File: config.mk
export PLATFORM = sky130hd
export DESIGN_NAME = hex_scroll_ctrl
export DESIGN_NICKNAME = d
export VERILOG_FILES = /design/src/rtl/hex_scroll_ctrl.sv
export SDC_FILE = /design/constraint.sdc
export NUM_CORES = 1
export LEC_CHECK = 0
export ABC_AREA = 0
export BUFFER_PORTS_ARGS = -buffer_cell sky130_fd_sc_hd__buf_2
export CORE_MARGIN = 2
export CORE_UTILIZATION = 60
export CTS_CLUSTER_SIZE = 25
export DETAILED_ROUTE_END_ITERATION = 8
export PLACE_DENSITY = 0.81
export SLEW_MARGIN = 20
export SYNTH_ARGS = -nofsm -noshare
export SYNTH_HDL_FRONTEND = slang
export SYNTH_SLANG_ARGS = --single-unit
File: constraint.sdc
create_clock -name CLOCK_50 -period 5.1 [get_ports CLOCK_50]
set_input_delay 0.255 -clock CLOCK_50 [delete_from_list [all_inputs] [get_ports CLOCK_50]]
set_output_delay 0.255 -clock CLOCK_50 [all_outputs]
set_load 0.01 [all_outputs]
File: src/rtl/hex_scroll_ctrl.sv
// hex_scroll_ctrl
// ---------------
// Scrolling hex message display for a six-digit seven-segment board.
// Hex digits are entered one at a time from the switches into a 16-entry
// message buffer. Once the message is longer than the six displays, it can
// be scrolled right-to-left and wraps around. Scrolling can be paused and
// resumed, and the message can be cleared.
//
// Parameters
//   TICK_DIV  clock cycles per scroll step (>= 2)
//
// Ports
//   CLOCK_50     in   1   system clock, rising edge
//   Resetn       in   1   synchronous active-low reset
//   SW[9:0]      in  10   SW[3:0] = digit to write, SW[9:4] unused
//   KEY[3:0]     in   4   active-low buttons: [1] write, [2] run/pause,
//                         [3] clear, [0] unused
//   HEX5..HEX0   out  7   active-low segments (bit0 = a ... bit6 = g),
//                         HEX5 is the leftmost digit
//   LEDR[9:0]    out 10   [4:0] len, [5] running, [6] full, [9:7] zero

module hex_scroll_ctrl #(
    parameter int TICK_DIV = 25000000
) (
    input  logic       CLOCK_50,
    input  logic       Resetn,
    input  logic [9:0] SW,
    input  logic [3:0] KEY,
    output logic [6:0] HEX0,
    output logic [6:0] HEX1,
    output logic [6:0] HEX2,
    output logic [6:0] HEX3,
    output logic [6:0] HEX4,
    output logic [6:0] HEX5,
    output logic [9:0] LEDR
);

    localparam int CNT_W = (TICK_DIV > 1) ? $clog2(TICK_DIV) : 1;
    localparam logic [CNT_W-1:0] CNT_LAST = CNT_W'(TICK_DIV - 1);

    typedef enum logic [1:0] {
        IDLE   = 2'd0,
        PAUSED = 2'd1,
        RUN    = 2'd2
    } state_t;

    logic [3:0] key_meta;
    logic [3:0] key_sync;
    logic [3:0] key_prev;
    logic [3:0] key_armed;
    logic [1:0] sync_fill;
    logic [3:0] press;

    logic wr_press;
    logic run_press;
    logic clr_press;

    state_t           state;
    state_t           state_n;
    logic [4:0]       len;
    logic [4:0]       len_n;
    logic [3:0]       pos;
    logic [3:0]       pos_n;
    logic [CNT_W-1:0] cnt;
    logic [CNT_W-1:0] cnt_n;
    logic             buf_we;
    logic             full;

    logic [3:0] msg_buf [16];
    logic [6:0] seg_next [6];

    logic unused_inputs;

    // Key synchronizers and falling-edge detectors. The synchronizers reset
    // to the released level. A key is only armed once its synchronized level
    // has been seen high with real (post-reset) data in the pipeline, so a
    // button held down across reset release cannot masquerade as a press.
    always_ff @(posedge CLOCK_50) begin
        if (!Resetn) begin
            key_meta  <= 4'hF;
            key_sync  <= 4'hF;
            key_prev  <= 4'hF;
            key_armed <= 4'h0;
            sync_fill <= 2'b00;
        end else begin
            key_meta  <= KEY;
            key_sync  <= key_meta;
            key_prev  <= key_sync;
            sync_fill <= {sync_fill[0], 1'b1};
            key_armed <= key_armed | ({4{sync_fill[1]}} & key_sync);
        end
    end

    assign press     = key_armed & key_prev & ~key_sync;
    assign wr_press  = press[1];
    assign run_press = press[2];
    assign clr_press = press[3];
    assign full      = (len == 5'd16);

    assign unused_inputs = ^{SW[9:4], press[0]};

    // Control state register.
    always_ff @(posedge CLOCK_50) begin
        if (!Resetn) begin
            state <= IDLE;
            len   <= '0;
            pos   <= '0;
            cnt   <= '0;
        end else begin
            state <= state_n;
            len   <= len_n;
            pos   <= pos_n;
            cnt   <= cnt_n;
        end
    end

    // Next-state logic. Clear beats everything; a write beats a run press
    // arriving in the same cycle, and the losing press is simply dropped.
    // Pausing freezes both the tick counter and the scroll position.
    always_comb begin
        state_n = state;
        len_n   = len;
        pos_n   = pos;
        cnt_n   = cnt;
        buf_we  = 1'b0;

        if (clr_press) begin
            state_n = IDLE;
            len_n   = '0;
            pos_n   = '0;
            cnt_n   = '0;
        end else begin
            case (state)
                IDLE: begin
                    if (wr_press) begin
                        buf_we  = 1'b1;
                        len_n   = 5'd1;
                        state_n = PAUSED;
                    end
                end
                PAUSED: begin
                    if (wr_press) begin
                        if (!full) begin
                            buf_we = 1'b1;
                            len_n  = len + 5'd1;
                        end
                    end else if (run_press && (len > 5'd6)) begin
                        state_n = RUN;
                        cnt_n   = '0;
                    end
                end
                RUN: begin
                    if (run_press && !wr_press) begin
                        state_n = PAUSED;
                    end else if (cnt == CNT_LAST) begin
                        cnt_n = '0;
                        pos_n = (({1'b0, pos} + 5'd1) == len) ? 4'd0 : pos + 4'd1;
                    end else begin
                        cnt_n = cnt + CNT_W'(1);
                    end
                end
                default: begin
                    state_n = IDLE;
                    len_n   = '0;
                    pos_n   = '0;
                    cnt_n   = '0;
                end
            endcase
        end
    end

    // Message storage. Deliberately not reset: entries at or beyond len are
    // never displayed, so stale contents are harmless.
    always_ff @(posedge CLOCK_50) begin
        if (Resetn && buf_we) begin
            msg_buf[len[3:0]] <= SW[3:0];
        end
    end

    function automatic logic [6:0] seg7(input logic [3:0] d);
        logic [6:0] s;
        case (d)
            4'h0: s = 7'b1000000;
            4'h1: s = 7'b1111001;
            4'h2: s = 7'b0100100;
            4'h3: s = 7'b0110000;
            4'h4: s = 7'b0011001;
            4'h5: s = 7'b0010010;
            4'h6: s = 7'b0000010;
            4'h7: s = 7'b1111000;
            4'h8: s = 7'b0000000;
            4'h9: s = 7'b0010000;
            4'hA: s = 7'b0001000;
            4'hB: s = 7'b0000011;
            4'hC: s = 7'b1000110;
            4'hD: s = 7'b0100001;
            4'hE: s = 7'b0000110;
            default: s = 7'b0001110;
        endcase
        return s;
    endfunction

    // (p + k) mod n; p < n and k <= 5 < n whenever scrolling is possible,
    // so a single conditional subtraction is enough.
    function automatic logic [3:0] view_index(input logic [3:0] p,
                                              input logic [4:0] n,
                                              input logic [2:0] k);
        logic [4:0] sum;
        sum = {1'b0, p} + {2'b0, k};
        if (sum >= n) begin
            sum = sum - n;
        end
        return sum[3:0];
    endfunction

    // Display window: slot k (0 = leftmost) shows the message rotated by pos
    // when the message is longer than the window, otherwise the first len
    // digits followed by blanks. len = 0 therefore blanks everything.
    always_comb begin
        for (int k = 0; k < 6; k++) begin
            seg_next[k] = 7'h7F;
            if ((len > 5'd6) || (5'(k) < len)) begin
                seg_next[k] = seg7(msg_buf[view_index(pos, len, 3'(k))]);
            end
        end
    end

    // Output registers; they follow the control state by one cycle.
    always_ff @(posedge CLOCK_50) begin
        if (!Resetn) begin
            HEX5 <= 7'h7F;
            HEX4 <= 7'h7F;
            HEX3 <= 7'h7F;
            HEX2 <= 7'h7F;
            HEX1 <= 7'h7F;
            HEX0 <= 7'h7F;
            LEDR <= '0;
        end else begin
            HEX5 <= seg_next[0];
            HEX4 <= seg_next[1];
            HEX3 <= seg_next[2];
            HEX2 <= seg_next[3];
            HEX1 <= seg_next[4];
            HEX0 <= seg_next[5];
            LEDR <= {3'b000, full, (state == RUN), len};
        end
    end

endmodule
# == Yosys cells after proc, flatten, opt, wreduce, memory -nomap -nowiden ==
# Memories as Yosys holds them, arrays and structs flattened. A register that Yosys moved wholly into a read port is not among the register bits.
# Index checks and enable logic that the tools add are counted.
# Widths: inputs -> output; s select.
# word_totals
ff_bits,64
ramBits,64
romBits,672
output_inout_bits,52
word_cells,135
memories,7
# memory_table
name,words,word_bits,rd,rd_clocked_by_memory_dff,write_ports,line,text
(no name shown),16,7,1,1,0,182,case (d)
(no name shown),16,7,1,1,0,182,
(no name shown),16,7,1,1,0,182,
(no name shown),16,7,1,1,0,182,
(no name shown),16,7,1,1,0,182,
(no name shown),16,7,1,1,0,182,
+1 memories,n/a,n/a,n/a,n/a,n/a,n/a,
# classes
add_sub_neg,14
magnitude_cmp,13
eq_ne,13
mux,38
bitwise,9
n_reduce_logical,29
# ops
op,count
$mux 25,4
$pmux 25 s3,1
$mux 4,15
$add 25x1->25 const B,1
$eq 25x25->1 const B,1
$ge 5x5->1,5
$sub 4x4->4,6
$ne 2x2->1 const B,8
$mux 5,3
$pmux 5 s3,1
$and 4x4->4,3
$reduce_and 2->1,6
$reduce_and 4->1,3
$add 4x2->5 const B,2
$add 4x3->5 const B,2
$lt 1x5->1 const A,2
$lt 2x5->1 const A,2
$lt 3x5->1 const A,2
$mux 2,4
$pmux 4 s2,1
$logic_not 1->1,7
$mux 1,7
$logic_or 1x1->1,6
$pmux 2 s3,1
other kinds (17),23

# == Longest topological paths before layout ==
# Gate-level depths: netlist of run 1.
# logic_depth
ltp_word,8
ltp_mapped,22

# == Least setup slack after synthesis of run 1 ==
# Ideal clock, no wire load.
# synth_path
path_type,register to register
startpoint,reg len[2]
endpoint,reg HEX5[6]
setup_ps,122
arrival_ps,4212
required_ps,4978
path_slack_ps,766
stages_incl_launch_ff,20
path_cell_list,dfxtp_1 > clkbuf_1 > inv_1 > ha_1 > buf_6 > inv_2 > a221oi_4 > nand3b_1 > nand3_1 > buf_2 > buf_2 > mux2_2 > nor2_1 > a211oi_1 > or3_1 > o31ai_1 > inv_1 > ha_1 > mux2_1 > a221o_1
# synth_between
elab_chain_cells,4
word_cells_on_any_way,10
cone_classes,add/sub (1); order compare (3); mux (2); reduce/logical (3); memory (1)
# synth_rtl
element,line,text
from (decl),60,logic [4:0] len;
from (signal assigned),111,len <= len_n;
"$sub 4x4->4, or another cell as far along",211,sum = sum - n;
$mux 4 or $logic_or 1x1->1 (tied branches),"210, 222",
$mux 4 or $reduce_and 2->1 (tied branches),n/a,
$mem_v2 16x4 or $logic_not 1->1 (tied branches),n/a,
to (decl),34,"output logic [6:0] HEX5,"
# Several ways; a longest one is shown, not always the timed one. The select of a mux whose other input is x is not followed.
# A chain may end at the register's enable or synchronous reset.

# == Worst setup path after layout of run 1 ==
# layout_path
startpoint,reg pos[2]
endpoint,reg HEX0[4]
# layout_between
elab_chain_cells,5
word_cells_on_any_way,6
cone_classes,add/sub (2); order compare (1); mux (2); memory (1)
# layout_rtl
element,line,text
from (decl),62,logic [3:0] pos;
from (signal assigned),112,pos <= pos_n;
$add 4x3->5 *,209,"sum = {1'b0, p} + {2'b0, k};"
$sub 4x4->4 or $ge 5x5->1 (tied branches),"211, 210",
$mux 4 *,210,if (sum >= n) begin
$mux 4 *,222,if ((len > 5'd6) || (5'(k) < len)) begin
$mem_v2 16x4 *,n/a,
to (decl),29,"output logic [6:0] HEX0,"
# Every way passes the cells marked *; elsewhere a longest branch is shown, timed or not. The select of a mux whose other input is x is not followed.

==> results.md, run 1 <==
- Outcome: complete, no violations
- First-pass GRT wire length: ~55000 um
- Top delay family on crit path: compound AO/OA/AOI/OAI gates
- GP Congestion: about 1
- Ratio of cells with drive above 1 in the final layout: between 15 and 20%
- Post-DP Area: roughly 13000 sq um
- CP bufs+invs: 1
- Detailed Route WL: approximately 35000 um
- Initial antenna violation count: 0
- Die area: between 20000 and 25000 sq um
- Area leader, netlist: dfxtp_1
- Largest net degree at the start of global routing: 27
- Crit path max fanout: 18
- Row count: 52
- Crit path depth: 15
- Reg2reg setup slack: slightly above 0.3 ns
- Final-report max-slew violation count: 0
- Top FF cell, synth: dfxtp_1
- Total grt overflow: 0
- Count leader, synth: mux2i_1
- Final instance area: 13600 sq um
- CTS Buffer Depth: 2
- Worst path max stage delay: 0.59 ns
- WP data required: ~5.4 ns
- Leakage: ~5.2 nW
- Post-layout util: about 67%
- Worst Path Class, Setup: reg2reg
- #FFs+latches synth: between 150 and 200
- Synthesis-to-layout area growth: 10.2%
- Fraction of registers with async set/reset: 0%
- Post-Synth Simple-Gate Area: roughly 16%
- GRT Resource Usage Total: around 32%
- Number of diodes: 0
- Mean Syn Cell Area: 9.38 sq um
- Top-area cell type share of the netlist area: around 16%
- Setup TNS: 0 ns
- Vias post-DR: 10964
- ANT nets after route: 0
- Netlist Area Pre-Place: about 12000 sq um
- Commonest cells post-synth: mux2i_1, nor2_1, dfxtp_1, nand2_1, a21oi_1
- FMAX: approximately 0.21 GHz
- Final setup viols: 0
- Number of I/O pins: between 60 and 70
- Unrepaired setup endpoints after global routing: no
- Max Cap Viol: 0
- WHS Path Cells: 2
- Skew-Pair Late Insertion Delay: ~0.44 ns
- Vias per Instance: roughly 6.6
- Hold WS: 0.00690 ns
- Max transition margin: ~29%
- CP Launch Type: register
- Residual DRC: 0
- Distinct cells, synth: 89
- Sequential cell area: 3900 sq um
- Top cells by area, synth: dfxtp_1, edfxtp_1, mux2i_1, ha_1, mux4_2
- Die H: about 150 um
- Pwr/cell area: slightly above 200 nW/um^2
- Final Hold Viols: 0
- WP data arrival: between 5 and 6 ns
- CTS Buf Count: 17
- Vias in the first global route: slightly above 10000
- Measured slew at the worst slew-check pin: around 1.1 ns
- Max IR drop VDD: about 0.24 mV
- Crit share post-route: 93.9%
- Port Buffer Count: 57
- Placeable Area: 20200 sq um
- Main combinational cell family by area after synthesis: multiplexers
- Synth warnings: 0
- Root buf cell: clkbuf_16
- Clock skew: around 0.011 ns
- Die X: roughly 150 um
- Critical Path End Type: register
- Initial DRC count: approximately 1200
- Clk sinks: roughly 160
- Multiplexer share of the synthesized area: between 10% and 20%
- Synthesized instance count: 1311
- CTS clock-pin slew for the worst setup and hold paths: 0.07 ns
- DRT Pass-1 Iters: 5
- Final nets: 1455
- Fillcell total: between 1500 and 2000
- Setup bufs post-CTS: 0
- Reg2Reg Depth: 15
- Min Clock Period, post-route: 4.79 ns
- Compound-Gate Fraction of Synth Area: between 10% and 20%
- Worst hold path class: in2reg
- Post-synthesis xor/xnor area fraction: under 10%
- Final worst slack: between 0.3 and 0.4 ns
- EDFF count, synth: 64
- Pre-CTS WS: 0.267 ns
- H-tree levels: 4
- DR WL/cell: between 20 and 25 um
- Initial core utilization: just over 60%
- Cell Chain, Critical Path: inv_1, ha_1, a21oi_1, xnor2_1, ha_1, o211ai_1, o21ai_0, a211oi_2, or2_2, mux2_2, o22ai_1, o21ai_1, nand2_1, mux2i_1, o221ai_1
- Slowest stage cell, crit path: dfxtp_1
- Sequential share of the synthesized area: a little under a third
- Crit path top cell by count: ha_1
- Multi-input gate area: just under 8000 sq um
- DP HPWL: ~26000 um
- Post-Synth Adder-Cell Area: around 7.3%
- CTS tree: built
## state kept, by name (all words and copies together), names as in the netlist, 3 cells and up
register	flops
pos	4
HEX1	7
HEX4	7
cnt	25
HEX0	7
key_prev	3
key_sync	3
LEDR	7
HEX3	7
key_meta	3
key_armed	3
HEX5	7
len	5
msg_buf	64
HEX2	7
## path summary, 6_finish.rpt
path                    start          end
setup / recovery       pos[2]      HEX0[4]
hold / removal         KEY[2]  key_meta[2]
setup reg to reg       pos[2]      HEX0[4]
hold reg to reg   key_meta[3]  key_sync[3]
## worst register-to-register path, cell delays in order (launching register included)
cell      delay, ns
dfxtp_1        0.59
inv_1          0.20
ha_1           0.22
a21oi_1        0.17
xnor2_1        0.25
ha_1           0.39
o211ai_1       0.15
o21ai_0        0.18
a211oi_2       0.45
or2_2          0.48
mux2_2         0.40
o22ai_1        0.18
o21ai_1        0.23
nand2_1        0.33
mux2i_1        0.27
o221ai_1       0.15
## through the flow
step | cells | total power (W)
2_1_floorplan | 1313 | 0.00149
3_3_place_gp | 1619 | 0.00151
3_5_place_dp | 1619 | 0.00152
4_1_cts | 1653 | 0.00279
5_1_grt | 1653 | 0.00286
6_report | 1653 | 0.00278
## cell usage in the layout, fill, tap and decap left out, drive strengths merged, types with 13 or more instances in the layout
cell       n
o211ai    27
nand2     89
mux2      39
o2111ai   14
buf       98
and3      15
nand3     37
mux4      21
xor2      18
a211oi    19
xnor2     19
nor2     109
o21ai     65
clkbuf    17
a21oi     67
mux2i    140
nand2b    23
o22ai     13
nor3      30
and2      13
nor2b     19
inv       74
edfxtp    64
dfxtp     99
ha        65
nand4     17
## cells by family (layout without fill, tap and decap cells)
kind of cell / after synthesis / count (layout)
mux: 200 / 200
buf+inv: 128 / 198
xor+xnor: 37 / 37
other cells: 1 / 3
compound gates: 317 / 317
fa+ha+maj: 69 / 69
simple gates: 396 / 396
flops: 163 / 163
## final cells by class
| class | count | area share, % |
|---|---|---|
| clock buffer | 17 | 3.14 |
| clock inverter | 15 | 1.18 |
| timing repair buffer | 100 | 4.52 |
| multi-input combinational | 1022 | 58.0 |
| sequential | 163 | 28.8 |
| tap | 270 | 2.49 |
| inverter | 66 | 1.83 |
## metal layers
metal / vias up / global-route usage (%) / share of wire (%)
li1: 5045 / - / -
met5: - / 0 / 0
met2: 641 / 51.1 / 46
met1: 5194 / 43.4 / 42
met4: 0 / 10.9 / 2.6
met3: 84 / 7.55 / 9.9
## where the power goes
group / internal [W] / switching, W / total (W)
combinational: 0.0000535 / 0.0000807 / 0.000134
sequential: 0.00136 / 0.00000413 / 0.00136
clock: 0.000658 / 0.000632 / 0.00129
total: 0.00207 / 0.000717 / 0.00278
## repair_timing
action / 4_1_cts / 5_1_grt
endpoints found under the setup margin: 0 / 8
hold buffers: 2 / 0
hold endpoints to repair: 2 / 0
gates resized for setup: 0 / 4
Power figures use the tool's default switching activity.
==> run 2: changes to the inputs <==
--- a/config.mk
+++ b/config.mk
@@ -11,7 +11,7 @@
 export CORE_UTILIZATION = 60
 export CTS_CLUSTER_SIZE = 25
 export DETAILED_ROUTE_END_ITERATION = 8
-export PLACE_DENSITY = 0.81
+export PLACE_DENSITY = 0.87
 export SLEW_MARGIN = 20
 export SYNTH_ARGS = -nofsm -noshare
 export SYNTH_HDL_FRONTEND = slang
==> run 2 against run 1 <==
- clock-buffer cell count did not move
- cell count rose by 0.73%
- non-clock buffer count rose by 12
- sequential power barely moved
- first-iteration DRC count rose by 23%
- via count rose by 2.2%
- critical path depth rose by 2
- sequential share of layout area fell by 0.20 points
- wire length rose by 0.31%
- setup slack improved by 0.18 ns
==> results.md, run 2 (same netlist as run 1, synthesis figures left out) <==
- Outcome: complete, no violations
- Residual DRC: 0 (unchanged)
- Skew-Pair Late Insertion Delay: 0.44 ns (about the same)
- Synthesis-to-layout area growth: 11.0%
- Final-report max-slew violation count: 0 (unchanged)
- Worst Setup EP: HEX0[3]
- Largest net degree at the start of global routing: 28 (+3.7%)
- Vias per Instance: 6.73 (+1.5%)
- Detailed Route WL: 35200 um (+0.31%)
- Root buf cell: clkbuf_16
- Max transition margin: 38.0% (+9.1 points)
- Crit path max fanout: 12 (-6)
- R2R Path End: HEX0[3]
- Commonest cells after routing, fill and taps aside: mux2i_1, nor2_1, dfxtp_1
- Reg2reg setup slack: 0.49 ns (+0.18 ns)
- GRT Resource Usage Total: 32.5% (+0.39 points)
- Worst Path Class, Setup: reg2reg
- Measured slew at the worst slew-check pin: 0.922 ns (-0.135 ns)
- Pwr/cell area: 206 nW/um^2 (+0.50%)
- Initial DRC count: 1491 (+23%)
- FMAX: 0.217 GHz (+4.0%)
- Vias post-DR: 11204 (+2.2%)
- GP Congestion: 1.05 (+7.5%)
- Vias in the first global route: 10527 (+1.3%)
- Crit share post-route: 90.3% (-3.6 points)
- CTS tree: built
- Reg-to-reg critical path startpoint: pos[0]
- Most common cell after layout, fill and taps aside: mux2i_1
- Setup TNS: 0 ns (unchanged)
- Min Clock Period, post-route: 4.61 ns (-0.185 ns)
- Worst hold path class: in2reg
- Hold WS: 0.112 ns (+0.105 ns)
- Port Buffer Count: 57 (unchanged)
- CP Launch Type: register
- Fillcell total: 1528 (-6.7%)
- Final setup viols: 0 (unchanged)
- DRT Pass-1 Iters: 6 (+1)
- H-tree levels: 4 (unchanged)
- Die H: 147 um (unchanged)
- Reg2Reg Depth: 17 (+2)
- Critical Path End Type: register
- CTS Buffer Depth: 2 (unchanged)
- CTS Buf Count: 17 (unchanged)
- Final Non-Filler Cells: 1665 (+0.73%)
- First-pass GRT wire length: 55900 um (+1.6%)
- Placeable Area: 20200 sq um (unchanged)
- Clk sinks: 163 (unchanged)
- Setup bufs post-CTS: 0 (unchanged)
- WP data required: 5.47 ns (+0.07 ns)
- Ratio of cells with drive above 1 in the final layout: 16.8% (+0.36 points)
- Post-Place Cells: 1630 (+0.68%)
- Initial core utilization: 61.0% (unchanged)
- CTS clock-pin slew for the worst setup and hold paths: 0.07 ns (about the same)
- Final instance area: 13600 sq um (+0.70%)
- Initial antenna violation count: 0 (unchanged)
- Post-DP Area: 13000 sq um (+0.69%)
- Unrepaired setup endpoints after global routing: no
- Number of I/O pins: 68 (unchanged)
- DR WL/cell: 21.1 um (-0.41%)
- Clock skew: 0.0125 ns (+0.00186 ns)
- Worst Setup SP: pos[0]
- Final Hold Viols: 0 (unchanged)
- Die X: 147 um (unchanged)
- DP HPWL: 26100 um (-1.0%)
- ANT nets after route: 0 (unchanged)
- Multi-input gate area: 7840 sq um (-0.33%)
- Max IR drop VDD: 0.247 mV (+3.6%)
- Max Cap Viol: 0 (unchanged)
- Row count: 52 (unchanged)
- Final nets: 1467 (+0.82%)
- Number of diodes: 0 (unchanged)
- Total grt overflow: 0 (unchanged)
- Sequential cell area: 3900 sq um (unchanged)
- WP data arrival: 4.98 ns (-0.11 ns)
- Leakage: 5.25 nW (+1.4%)
- Die area: 21700 sq um (unchanged)
- Max reg flops: 64 (unchanged)
-- run 2: changes by cell type in the layout (fill, tap and decap cells not counted), sizes merged --
cell	before	now
buf	98	109
clkinv	5	7
clkinvlp	2	0
dlygate4sd3	2	3
-- run 2: worst min path at each step --
stage / to / slack [ns] / depth (start not counted) / from
5_1_grt: sync_fill[0] / 0.12 / 1 / Resetn
3_5_place_dp: key_sync[3] / 0.40 / 1 / key_meta[3]
2_1_floorplan: sync_fill[0] / 0.28 / 0 / Resetn
4_1_cts: sync_fill[0] / 0.1 / 1 / Resetn
6_report: sync_fill[0] / 0.11 / 1 / Resetn
3_3_place_gp: key_sync[3] / 0.39 / 1 / key_meta[3]
-- run 2: routing by layer --
layer,vias up,track usage [%],wire [um]
li1,5068,-,-
met1,5298,43.4,14300
met2,736,51.6,15900
met3,102,7.64,3790
met4,0,12.5,1150
met5,-,0,0
-- run 2: cell type report --
type | instances | share of cell area [%]
Clock buffer | 17 | 3.12
Inverter | 66 | 1.82
Sequential cell | 163 | 28.6
Multi-Input combinational cell | 1022 | 57.4
Timing Repair Buffer | 112 | 5.26
Tap cell | 270 | 2.48
Clock inverter | 15 | 1.29
-- run 2: worst max-delay path: stages (launching register included) --
cell and delay (ns):
dfxtp_1 0.46, buf_4 0.25, a21oi_1 0.10, xnor2_1 0.37, ha_1 0.40, a21oi_1 0.18
o21ai_0 0.18, a21oi_1 0.35, nor2b_1 0.11, a21oi_1 0.13, buf_4 0.23, mux4_2 0.22
mux2i_1 0.07, mux2i_1 0.54, inv_1 0.22, ha_1 0.35, mux2i_1 0.19, a2bb2oi_1 0.19
-- run 2: where the power goes --
| part | internal [W] | switching [W] | total, W |
|---|---|---|---|
| Clock | 0.000666 | 0.000654 | 0.00132 |
| Sequential | 0.00136 | 0.00000381 | 0.00136 |
| Combinational | 0.0000561 | 0.0000809 | 0.000137 |
-- run 2: stage by stage --
| step | setup WS [ns] | utilization, % | total power [W] |
|---|---|---|---|
| 6_report | 0.494 | 67.7 | 0.00282 |
| 3_3_place_gp | 0.798 | 64.5 | 0.00152 |
| 2_1_floorplan | 0.766 | - | 0.00149 |
| 4_1_cts | 0.589 | 67.7 | 0.00282 |
| 5_1_grt | 0.144 | 67.7 | 0.00289 |
| 3_5_place_dp | 0.655 | 64.5 | 0.00152 |
-- run 2: repair_timing --
item / 4_1_cts / 5_1_grt
hold buffers: 3 / 0
gates resized for setup: 0 / 0
endpoints found under the hold margin: 3 / 0
